File: src/rtl/imem_program_loader.sv
// Loads a framed byte stream (SYNC, LEN, payload) into IMEM while holding the core in reset.
// Defining LOADER_CHECKSUM_EN adds a trailing XOR checksum byte that must match before release.
module imem_program_loader #(
    parameter int unsigned       ADDR_W     = 8,
    parameter logic [7:0]        SYNC_BYTE  = 8'hA5,
    parameter logic [ADDR_W-1:0] START_ADDR = '0
) (
    input  logic              clk,
    input  logic              rst_n,
    input  logic [7:0]        rx_data,
    input  logic              rx_valid,
    output logic              rx_ready,
    output logic [ADDR_W-1:0] im_addr,
    output logic [7:0]        im_wdata,
    output logic              im_wr,
    output logic              core_rst_n,
    input  logic              end_op,
    output logic              busy,
    output logic              load_done,
    output logic              load_err,
    output logic [7:0]        byte_count
);
    localparam logic [32:0] DEPTH = 33'd1 << ADDR_W;

    typedef enum logic [2:0] {
        S_IDLE, S_LEN, S_DATA, S_CSUM, S_START, S_RUN, S_DONE, S_ERR
    } state_t;

    state_t            state, state_nx;
    logic              acc;
    logic              is_sync;
    logic              len_bad;
    logic              last_byte;
    logic [7:0]        len_q;
    logic [ADDR_W-1:0] wr_ptr;
`ifdef LOADER_CHECKSUM_EN
    logic [7:0]        csum;
`endif

    assign acc       = rx_valid && rx_ready;
    assign is_sync   = (rx_data == SYNC_BYTE);
    assign len_bad   = (rx_data == 8'd0) || ({25'd0, rx_data} > DEPTH);
    assign last_byte = ((byte_count + 8'd1) == len_q);

    always_ff @(posedge clk) begin
        if (!rst_n) begin
            state <= S_IDLE;
        end else begin
            state <= state_nx;
        end
    end

    always_comb begin
        state_nx = state;
        case (state)
            S_IDLE, S_DONE, S_ERR: if (acc && is_sync) state_nx = S_LEN;
            S_LEN:                 if (acc) state_nx = len_bad ? S_ERR : S_DATA;
`ifdef LOADER_CHECKSUM_EN
            S_DATA:                if (acc && last_byte) state_nx = S_CSUM;
            S_CSUM:                if (acc) state_nx = (rx_data == csum) ? S_START : S_ERR;
`else
            S_DATA:                if (acc && last_byte) state_nx = S_START;
`endif
            S_START:               state_nx = S_RUN;
            S_RUN:                 if (end_op) state_nx = S_DONE;
            default:               state_nx = S_IDLE;
        endcase
    end

    // Status outputs are decoded from the next state so they line up with the state register.
    always_ff @(posedge clk) begin
        if (!rst_n) begin
            rx_ready   <= 1'b0;
            core_rst_n <= 1'b0;
            busy       <= 1'b0;
            load_done  <= 1'b0;
            load_err   <= 1'b0;
            im_wr      <= 1'b0;
            im_addr    <= START_ADDR;
            im_wdata   <= 8'd0;
            byte_count <= 8'd0;
        end else begin
            rx_ready   <= !(state_nx inside {S_START, S_RUN});
            core_rst_n <= (state_nx inside {S_RUN, S_DONE});
            busy       <= (state_nx inside {S_LEN, S_DATA, S_CSUM, S_START});
            load_done  <= (state_nx == S_DONE);
            load_err   <= (state_nx == S_ERR);
            im_wr      <= acc && (state == S_DATA);
            if (acc && (state == S_DATA)) begin
                im_addr    <= wr_ptr;
                im_wdata   <= rx_data;
                byte_count <= byte_count + 8'd1;
            end else if (acc && (state == S_LEN) && !len_bad) begin
                byte_count <= 8'd0;
            end
        end
    end

    // Frame bookkeeping; always re-initialised on a good LEN byte, so no reset needed.
    always_ff @(posedge clk) begin
        if (acc && (state == S_LEN)) begin
            len_q  <= rx_data;
            wr_ptr <= START_ADDR;
`ifdef LOADER_CHECKSUM_EN
            csum   <= 8'd0;
`endif
        end else if (acc && (state == S_DATA)) begin
            wr_ptr <= wr_ptr + ADDR_W'(1);
`ifdef LOADER_CHECKSUM_EN
            csum   <= csum ^ rx_data;
`endif
        end
    end

endmodule
File: config.mk
export PLATFORM = sky130hd
export DESIGN_NAME = imem_program_loader
export DESIGN_NICKNAME = d
export VERILOG_FILES = /design/src/rtl/imem_program_loader.sv
export SDC_FILE = /design/constraint.sdc
export NUM_CORES = 1
export LEC_CHECK = 0
export CORE_MARGIN = 2
export CORE_UTILIZATION = 51
export DETAILED_ROUTE_END_ITERATION = 8
export PLACE_DENSITY_LB_ADDON = 0.05
export SYNTH_ARGS = -nofsm -noshare
export SYNTH_HDL_FRONTEND = slang
export SYNTH_SLANG_ARGS = --single-unit
export TNS_END_PERCENT = 30
File: constraint.sdc
create_clock -name clk -period 2.48 [get_ports clk]
set_input_delay 0.496 -clock clk [delete_from_list [all_inputs] [get_ports clk]]
set_output_delay 0.496 -clock clk [all_outputs]
set_load 0.05 [all_outputs]
# Word-level counts from Yosys, hierarchy flattened

Cells that the tools add are included.

Flip-flop bits (word level): 49
Input bits: 12
Output and inout bits: 30
Word-level logic and storage cells: 52

$add $sub $neg: 2
Equality and inequality tests: 15
Muxes and demuxes: 8
Reductions and logical operators: 15

Operator list:

| operator              | number |
|---|---|
| $eq A3 B3 Y1 const B  | 8 |
| $add A8 B1 Y8 const B | 2 |
| $mux W8               | 2 |
| $mux W3               | 5 |
| $pmux W3 S5           | 1 |
| $eq A3 B2 Y1 const B  | 3 |
| $eq A8 B8 Y1          | 1 |
| $eq A8 B8 Y1 const B  | 1 |
| $logic_not A8 Y1      | 1 |
| $eq A3 B1 Y1 const B  | 2 |
| $logic_and A1 B1 Y1   | 6 |
| $reduce_bool A2 Y1    | 3 |
| $reduce_bool A4 Y1    | 1 |
| $logic_not A3 Y1      | 1 |
| $reduce_or A3 Y1      | 1 |
| $logic_not A1 Y1      | 2 |

# Depth between registers and ports, before layout

Gate-level depths: netlist of run 1.

Depth after elaboration: 8
Gate-level depth with buffers: 7

# Worst setup path before layout of run 1

OpenSTA, ideal clock, no wires.

Kind: flip-flop to flip-flop
Start point: register byte_count[0]
End point: register load_err
Setup time: 126 ps
Arrival: 2148 ps
Slack: 206 ps
Cell stages (with the launch flop): 8
Buffers on the path: 0
Clock period less this slack: 2274 ps
Cells stage by stage: dfxtp_1 -> ha_1 -> nand3_1 -> nor2_1 -> a21oi_1 -> or4_1 -> o22ai_2 -> nor3b_1

Longest elaborated chain between the ends: 6

Ends and longest elaborated chain:

| what                     | line | source |
|---|---|---|
| start: declaration       | 21   | `output logic [7:0] byte_count` |
| start signal: assignment | 92   | `byte_count <= byte_count + 8'd1;` |
| $add A8 B1 Y8            | 43   | `assign last_byte = ((byte_count + 8'd1) == len_q);` |
| $eq A8 B8 Y1             | 43   |  |
| $logic_and A1 B1 Y1      | 62   | `S_DATA: if (acc && last_byte) state_nx = S_START;` |
| $mux W3                  | 62   |  |
| $pmux W3 S5              | 55   | `case (state)` |
| $eq A3 B3 Y1             | 87   | `load_err <= (state_nx == S_ERR);` |
| end signal: assignment   | 87   |  |
| end: declaration         | 20   | `output logic load_err,` |

No other way between the ends.
A chain may end at the register's enable or synchronous reset.

# Worst setup path after layout of run 1

Start point: input rx_data[3]
End point: register load_err

Longest elaborated chain between the ends: 5

Ends and longest elaborated chain:

| what                                                    | line   | source |
|---|---|---|
| start: declaration                                      | 10     | `input logic [7:0] rx_data,` |
| $logic_not A8 Y1 / $eq A8 B8 Y1 (equally long branches) | 42, 41 |  |
| $mux W3 / $logic_and A1 B1 Y1 (equally long branches)   | 57, 56 |  |
| $mux W3, on equally long branches                       | 57, 56 |  |
| $pmux W3 S5 *                                           | 55     |  |
| $eq A3 B3 Y1 *                                          | 87     |  |

Mark *: on every way between the ends. The rest lies on a longest branch, timed or not.

==> run metrics, run 1 <==
Die H=between 60 and 70 um; Post-Syn Nets=252; clock network power share=38.8%; worst slew pin tran=504 ps; remaining antenna violation count=0; max_slew headroom=66.3%; vias in the first global route=between 1500 and 2000; Worst Path Required=2660 ps; Initial Util=53.4%; Root Driver=clkbuf_8; switch share=20.1%; sequential share of power=57.0%; EDFF count, synth=8; R2R Path End=load_err; CP top delay family=simple AND/OR/NAND/NOR gates; die outline area=4790 um^2; #FFs+latches synth=49; Initial DRT Pass Iterations=4; Reg2Reg Setup Slack=roughly 330 ps; post-synth top area cell=dfxtp_1; fin crit period=2330 ps; top-count cell post-synth=nand2_1; Post-Place Cells=approximately 330; asr flop ratio synth=0%; Tot Pwr=1.43 mW; critical-path cell list=clkdlybuf4s50_1 > or4_4 > nor3_4 > nor2_1 > or4_1 > o22ai_2 > nor3b_1; Crit Path Max Fanout=3; final cycle utilization of the critical path=93.8%; share of layout cells above drive strength 1=10.2%; mean post-synth cell area=9.11 um^2; # IOs=42; Via-to-Cell Ratio=between 5 and 6; sw power=0.287 mW; Layout Nets=306; hold slack=462 ps; Die X=~70 um; Synth top cells by count=nand2_1, dfxtp_1, nor2_1; largest buffer count on any clock path=2; Core Util, Final=69.8%; Cell Area, Synth=approximately 2200 um^2; GP Congestion=0.857; top cell type's share of synthesized area=a little under two fifths; Slowest cell on crit path=or4_4; Synth area leaders=dfxtp_1, edfxtp_1, nand2_1; CTS Hold Bufs=0; Pins Over Slew Limit=0; CP peak stage delay=570 ps; Vias=1833; Placed Area=2720 um^2; post-route insts no fill=~340; Pint=1.14 mW; Worst Skew=8.56 ps; PortBufs=between 40 and 50; Top FF cell, synth=dfxtp_1; detailed placement HPWL=between 3 and 4 mm; WL/cell=13.8 um; diode count=0; Post-Syn Instances=238; Rows=23; critical path depth=7; post-route cell area=2830 um^2; fmax=430 MHz; max-cap check violation count=0; later-pin clock latency in the skew report=around 300 ps; gr usage total=20.6%; critical path data arrival time=2500 ps; Worst Setup EP=load_err; WS Path Type=in -> reg; worst-case reg-to-reg path depth=7; Synth warnings=0; CP bufs+invs=1; largest net degree at the start of global routing=32; Yosys cell types=41; Leakage=1.01 nW; TritonCTS clock tree=done; first-pass GRT wire length=8.05 mm; count of final hold-check violations=0; DRT iter0 DRCs=82; final wirelength=between 4 and 5 mm; outcome=completed; RSZ-0062 raised after global routing=false; CTS Buf Count=5; H-tree lvl count=2; worst IR drop on VDD=0.300 mV; final setup violation count=0; Hold Crit Class=reg -> reg; crit path launch type=input pin; Comb pwr share=4.2%; Critical path origin=rx_data[3]; Remaining Overflow, GRT=0; hold path startpoint=im_addr[7]; clock sink count=49; clk slew on worst S/H paths=80 ps; initial antenna violation count=0; worst r2r src=byte_count[0]; Area Growth Syn to Fin=30.6%; sequential share of the synthesized area=48.9%; pwr dens=504 nW/um^2; Worst setup EP type=flip-flop; # DRC=0; Core Area=4060 um^2
==> flip-flops by register name, summed over array words and instances (netlist names) <==
register and count:
load_done 1, im_wr 1, core_rst_n 1, byte_count 8, load_err 1, wr_ptr 8
state 3, rx_ready 1, len_q 8, busy 1, im_wdata 8, im_addr 8
==> how the worst min path moves through the flow <==
stage | to | slack (ps) | cells past startpoint
finish | im_addr[7] | 460 | 2
global route | im_addr[2] | 500 | 2
CTS | im_wdata[0] | 470 | 2
detailed placement | im_wdata[0] | 450 | 2
global placement | im_wdata[2] | 450 | 2
floorplan | im_addr[7] | 450 | 2
==> per-stage QoR <==
| stage | worst slack (ps) | setup TNS (ps) |
|---|---|---|
| final | 153 | 0 |
| after global routing | 59.1 | 0 |
| after CTS | 138 | 0 |
| after detailed placement | -173 | -1580 |
| after global placement | -127 | -1130 |
| after floorplan | 206 | 0 |
==> timing repair <==
action | in CTS | in global routing
setup endpoints to repair | 0 | 2
gates resized for setup | 0 | 1
setup buffers | 0 | 1
hold endpoints to repair | 0 | 0
==> cell type report <==
class | count | area, um^2
clock inverter | 2 | 33.8
multi-input combinational | 176 | 1060
tap | 50 | 62.6
timing repair buffer | 57 | 531
sequential | 49 | 1060
fill | 337 | 1230
clock buffer | 6 | 72.6
inverter | 3 | 11.3
==> routing by layer <==
| layer | share of wire (%) | GRT usage (%) | vias up | wire [um] |
|---|---|---|---|---|
| li1 | - | - | 929 | - |
| met1 | 46 | 26.9 | 858 | 2190 |
| met2 | 48 | 34.5 | 42 | 2280 |
| met3 | 4.7 | 3.49 | 4 | 221 |
| met4 | 0.91 | 7.19 | 0 | 43 |
| met5 | 0 | 0 | - | 0 |
==> worst register-to-register path: cells and delay by family (launching register included) <==
family | cells | cell delay (ps)
compound gates | 2 | 300
fa+ha+maj | 1 | 290
flops | 1 | 480
simple gates | 4 | 970
==> logic make-up (layout without fill, tap and decap cells) <==
group / after synthesis / in the layout / synth area share, %
XOR/XNOR: 20 / 20 / 8.08
AO/OA/AOI/OAI: 49 / 49 / 15.5
adder cells (fa/ha/maj): 2 / 2 / 1.15
flip-flops: 49 / 49 / 48.9
buffers and inverters: 13 / 68 / 2.65
AND/OR/NAND/NOR: 105 / 105 / 23.7
==> power by group through the flow <==
stage / clock network [mW] / registers (mW) / logic (mW)
5_1_grt: 0.599 / 0.815 / 0.0655
6_report: 0.554 / 0.814 / 0.0602
3_5_place_dp: 0 / 0.833 / 0.0601
2_1_floorplan: 0 / 0.835 / 0.0194
3_3_place_gp: 0 / 0.833 / 0.0599
4_1_cts: 0.567 / 0.814 / 0.0607
==> cells in the final DEF, fill, tap and decap left out, drive strengths merged, types with 4 or more instances in the layout <==
cell type       n
o21ai           9
edfxtp          8
a21oi           9
nand2          47
a21boi         16
nor2b           6
clkbuf          6
clkdlybuf4s50  41
nand3           7
dfxtp          41
nor2           17
xor2            7
nor3            8
xnor2          13
and2            4
buf            16
No activity file was read; power rests on OpenSTA's default activity.
==> inputs of run 2 (changes only) <==
- REMOVE_ABC_BUFFERS: default -> 1
==> run 2 against run 1 <==
Compared with the run above:
- design area is 0.27% lower
- first-iteration DRC count is 49% higher
- cell count stayed put
- sequential cell count stayed put
- die area stayed put
- wire length is 1.9% lower
- critical endpoint unchanged
==> run metrics, run 2 (synthesis results as in run 1) <==
switch share=20.4% (+0.32 points); die outline area=4790 um^2 (unchanged); share of layout cells above drive strength 1=10.6% (+0.34 points); Core Area=4060 um^2 (unchanged); count of final hold-check violations=0 (unchanged); worst slew pin tran=506 ps (+2.25 ps); Die X=69.2 um (unchanged); max_slew headroom=66.1% (-0.15 points); sequential share of power=59.1% (+2.1 points); max-cap check violation count=0 (unchanged); worst IR drop on VDD=0.349 mV (+16%); final cycle utilization of the critical path=93.6% (-0.20 points); largest buffer count on any clock path=2 (unchanged); PostCTS Resize Cnt=0 (unchanged); Pins Over Slew Limit=0 (unchanged); clk slew on worst S/H paths=90 ps (about the same); first-pass GRT wire length=7.97 mm (-1.0%); CTS Hold Bufs=0 (unchanged); Reg2Reg Setup Slack=470 ps (+140 ps); sw power=0.281 mW (-2.1%); critical-path cell list=clkdlybuf4s50_1 > or4_4 > nor3_4 > nor2_1 > or4_1 > o22ai_2 > nor3b_1; Worst setup EP type=flip-flop; Leakage=1.01 nW (+0.28%); # DRC=0 (unchanged); Comb pwr share=4.4% (+0.2 points); Worst Path Required=2660 ps (about the same); TritonCTS clock tree=done; Root Driver=clkbuf_8; initial antenna violation count=0 (unchanged); Initial Util=53.4% (unchanged); vias in the first global route=1667 (-4.0%); Pint=1.09 mW (-4.0%); outcome=completed; GP Congestion=0.950 (+11%); # IOs=42 (unchanged); CTS Buf Count=5 (unchanged); critical path data arrival time=2510 ps (about the same); H-tree lvl count=2 (unchanged); Crit Path Max Fanout=3 (unchanged); Tot Pwr=1.38 mW (-3.6%); Rows=23 (unchanged); Initial DRT Pass Iterations=4 (unchanged); Layout Nets=306 (unchanged); clock network power share=36.5% (-2.3 points); gr usage total=20.4% (-0.22 points); later-pin clock latency in the skew report=300 ps (about the same); Filler Cells Inserted=334 (-0.89%); pwr dens=487 nW/um^2 (-3.4%); CP bufs+invs=1 (unchanged); hold slack=467 ps (+4.49 ps); Area Growth Syn to Fin=30.2%; WL/cell=13.5 um (-1.9%); final wirelength=4.64 mm (-1.9%); crit path launch type=input pin; Die H=69.2 um (unchanged); DRT iter0 DRCs=122 (+49%); setup tns final=0 ps (unchanged); PortBufs=41 (unchanged); detailed placement HPWL=3.36 mm (about the same); CP peak stage delay=570 ps (about the same); final setup violation count=0 (unchanged); Slowest cell on crit path=or4_4; fmax=431 MHz (+0.22%); clock sink count=49 (unchanged); diode count=0 (unchanged); commonest non-fill, non-tap cell in the layout=nand2_1; Via-to-Cell Ratio=5.31 (-0.71%); fin crit period=2320 ps (-4.99 ps); Worst Skew=5.04 ps (-3.52 ps); Post-CTS Setup Bufs=0 (unchanged); WS Path Type=in -> reg; largest net degree at the start of global routing=23 (-28%); RSZ-0062 raised after global routing=false; Remaining Overflow, GRT=0 (unchanged); Hold Crit Class=reg -> reg; CP top delay family=simple AND/OR/NAND/NOR gates; Vias=1820 (-0.71%); remaining antenna violation count=0 (unchanged); most frequent cells in the layout=nand2_1, dfxtp_1, clkdlybuf4s50_1
-- run 2: cell count changes in the layout (fill, tap and decap cells not counted) --
cell,before,now
clkbuf_1,1,0
clkinv_2,0,1
bufinv_16,1,0
nor2_2,1,0
nor2_1,16,17
clkinv_1,1,0
clkbuf_8,5,7
-- run 2: worst register-to-register path, cell delays in order (launching register included) --
cell     delay (ps)
dfxtp_1         410
ha_1            270
nand3_1         200
nor2_1          140
a21oi_1         100
or4_1           520
o22ai_2         170
nor3b_1          70
-- run 2: cell type report --
cell class | instances | area [um^2] | share of cell area [%]
Multi-Input combinational cell | 176 | 1060 | 37.4
Clock buffer | 7 | 96.3 | 3.41
Tap cell | 50 | 62.6 | 2.22
Inverter | 3 | 11.3 | 0.399
Timing Repair Buffer | 57 | 531 | 18.8
Clock inverter | 1 | 5.00 | 0.177
Sequential cell | 49 | 1060 | 37.6
-- run 2: power groups by stage --
stage / clock network [mW] / registers, mW / logic [mW]
2_1_floorplan: 0 / 0.835 / 0.0152
3_3_place_gp: 0 / 0.832 / 0.0590
3_5_place_dp: 0 / 0.833 / 0.0600
4_1_cts: 0.520 / 0.814 / 0.0603
5_1_grt: 0.545 / 0.814 / 0.0650
6_report: 0.502 / 0.814 / 0.0601
-- run 2: worst paths after layout --
path	from	endpoint	depth (start not counted)
min reg2reg	im_wdata[7]	im_wdata[7]	2
min	im_wdata[7]	im_wdata[7]	2
max reg2reg	byte_count[1]	load_err	7
max	rx_data[3]	load_err	7
-- run 2: metrics by stage --
step	util [%]	cells	worst slack, ps	instance area (um^2)
floorplan	-	228	-250	2120
global placement	67.1	335	-126	2720
detailed placement	67.1	335	-152	2720
CTS	69.6	343	159	2820
global route	69.6	343	57.1	2820
finish	69.6	343	158	2820
-- run 2: per-layer routing --
metal | track usage [%] | part of all wire (%)
met1 | 26.8 | 45
met2 | 34.5 | 49
met3 | 4.36 | 4.6
met4 | 4.58 | 0.99
met5 | 0 | 0
==> RTL change, RTL diff (settings of run 1) <==
Reset style: asynchronous (`rst_n`), changed in 2 clocked blocks.
--- a/src/rtl/imem_program_loader.sv
+++ b/src/rtl/imem_program_loader.sv
@@ -42,7 +42,7 @@
     assign len_bad   = (rx_data == 8'd0) || ({25'd0, rx_data} > DEPTH);
     assign last_byte = ((byte_count + 8'd1) == len_q);
 
-    always_ff @(posedge clk) begin
+    always_ff @(posedge clk or negedge rst_n) begin
         if (!rst_n) begin
             state <= S_IDLE;
         end else begin
@@ -68,7 +68,7 @@
     end
 
     // Status outputs are decoded from the next state so they line up with the state register.
-    always_ff @(posedge clk) begin
+    always_ff @(posedge clk or negedge rst_n) begin
         if (!rst_n) begin
             rx_ready   <= 1'b0;
             core_rst_n <= 1'b0;
Check against the original RTL: differs if rst_n is asserted again (counterexample within 4 cycles, from zero or initial values and one cycle with rst_n low); with rst_n held inactive, the same outputs for 10 cycles.
==> RTL change against run 1 <==
- fmax increased by 3.8%
- sequential cell count is the same
- worst setup slack better by 0.086 ns
- routed wire length rose by 0.51%
- sequential share of layout area increased by 4.7 points
- count of clock-buffer cells in the layout is 1 lower
- synthesized area increased by 4.8%
- non-clock buffer count down 1
- design area up 2.7%
Power is not compared: it rests on default switching activity, and its combinational part moved more than twofold at a synthesized area within 25%.
==> RTL change: results <==
synthesis:
  ys_top_cells_by_area: "dfrtp_1 (36%), edfxtp_1 (11%), nand2_1 (11%)"
  synth.area.mux_share: 0.00881
  async_reset_ff_frac: 0.673
  synth_fa_ha_area_frac: 0.0110
  synth_compound_area_frac: 0.114
  synthesis.nets: 245
  synthXorXnorAreaFrac: 0.0655
  synth_cell_types: 47
  avgSynthCellArea_um2: 9.84
critical_path:
  path_max_fanout: 8
  r2r-end: "busy"
  cp_top_family: "compound AO/OA/AOI/OAI gates"
finish:
  n_all_buffers: 56
  non_clock_buffer_area_share: 0.184
  nMultiInputCombCells: 167
  seq_share: 0.422
  seq_cells: 49
  area.growth.synth_to_final_pct: 27.9
routing:
  dr_total_vias: 1798
  initialDrtViolationCount: 140
  totalWireLength_um: 4760
global_route:
  grt_max_degree: 34
  grtUsageTotal: 0.203
placement:
  gp_congestion: 0.902
  dpl_cell_area_um2: 2820
  dp_hpwl_um: 3420
  place_inst: 330
min_path:
  min-delay-start: "wr_ptr[7]"
run_status:
  status: "complete, no violations"
timing:
  worst_pin_slew_ns: 0.505
[RTL change: worst max-delay path by stage]
stage,startpoint,slack [ns],cells after the start,endpoint
2_1_floorplan,byte_count[0],0.16,8,busy
4_1_cts,rx_data[1],0.24,8,byte_count[2]
6_report,rx_data[1],0.24,8,byte_count[2]
3_5_place_dp,rx_data[1],-0.08,8,byte_count[3]
5_1_grt,rx_data[1],0.06,8,byte_count[2]
3_3_place_gp,rx_data[1],0.01,8,byte_count[3]
[RTL change: per-layer routing]
layer,global-route usage,part of all wire,up-vias
met1,0.266,0.45,853
li1,-,-,900
met5,0,0,-
met3,0.0470,0.036,4
met2,0.336,0.51,41
met4,0.0671,0.0088,0
[RTL change: cells by family (layout without fill, tap and decap cells)]
| kind of cell | Yosys count | count (layout) |
|---|---|---|
| flops | 49 | 49 |
| buf+inv | 15 | 70 |
| xor+xnor | 17 | 17 |
| compound gates | 36 | 36 |
| fa+ha+maj | 2 | 2 |
| mux | 2 | 2 |
| simple gates | 110 | 110 |
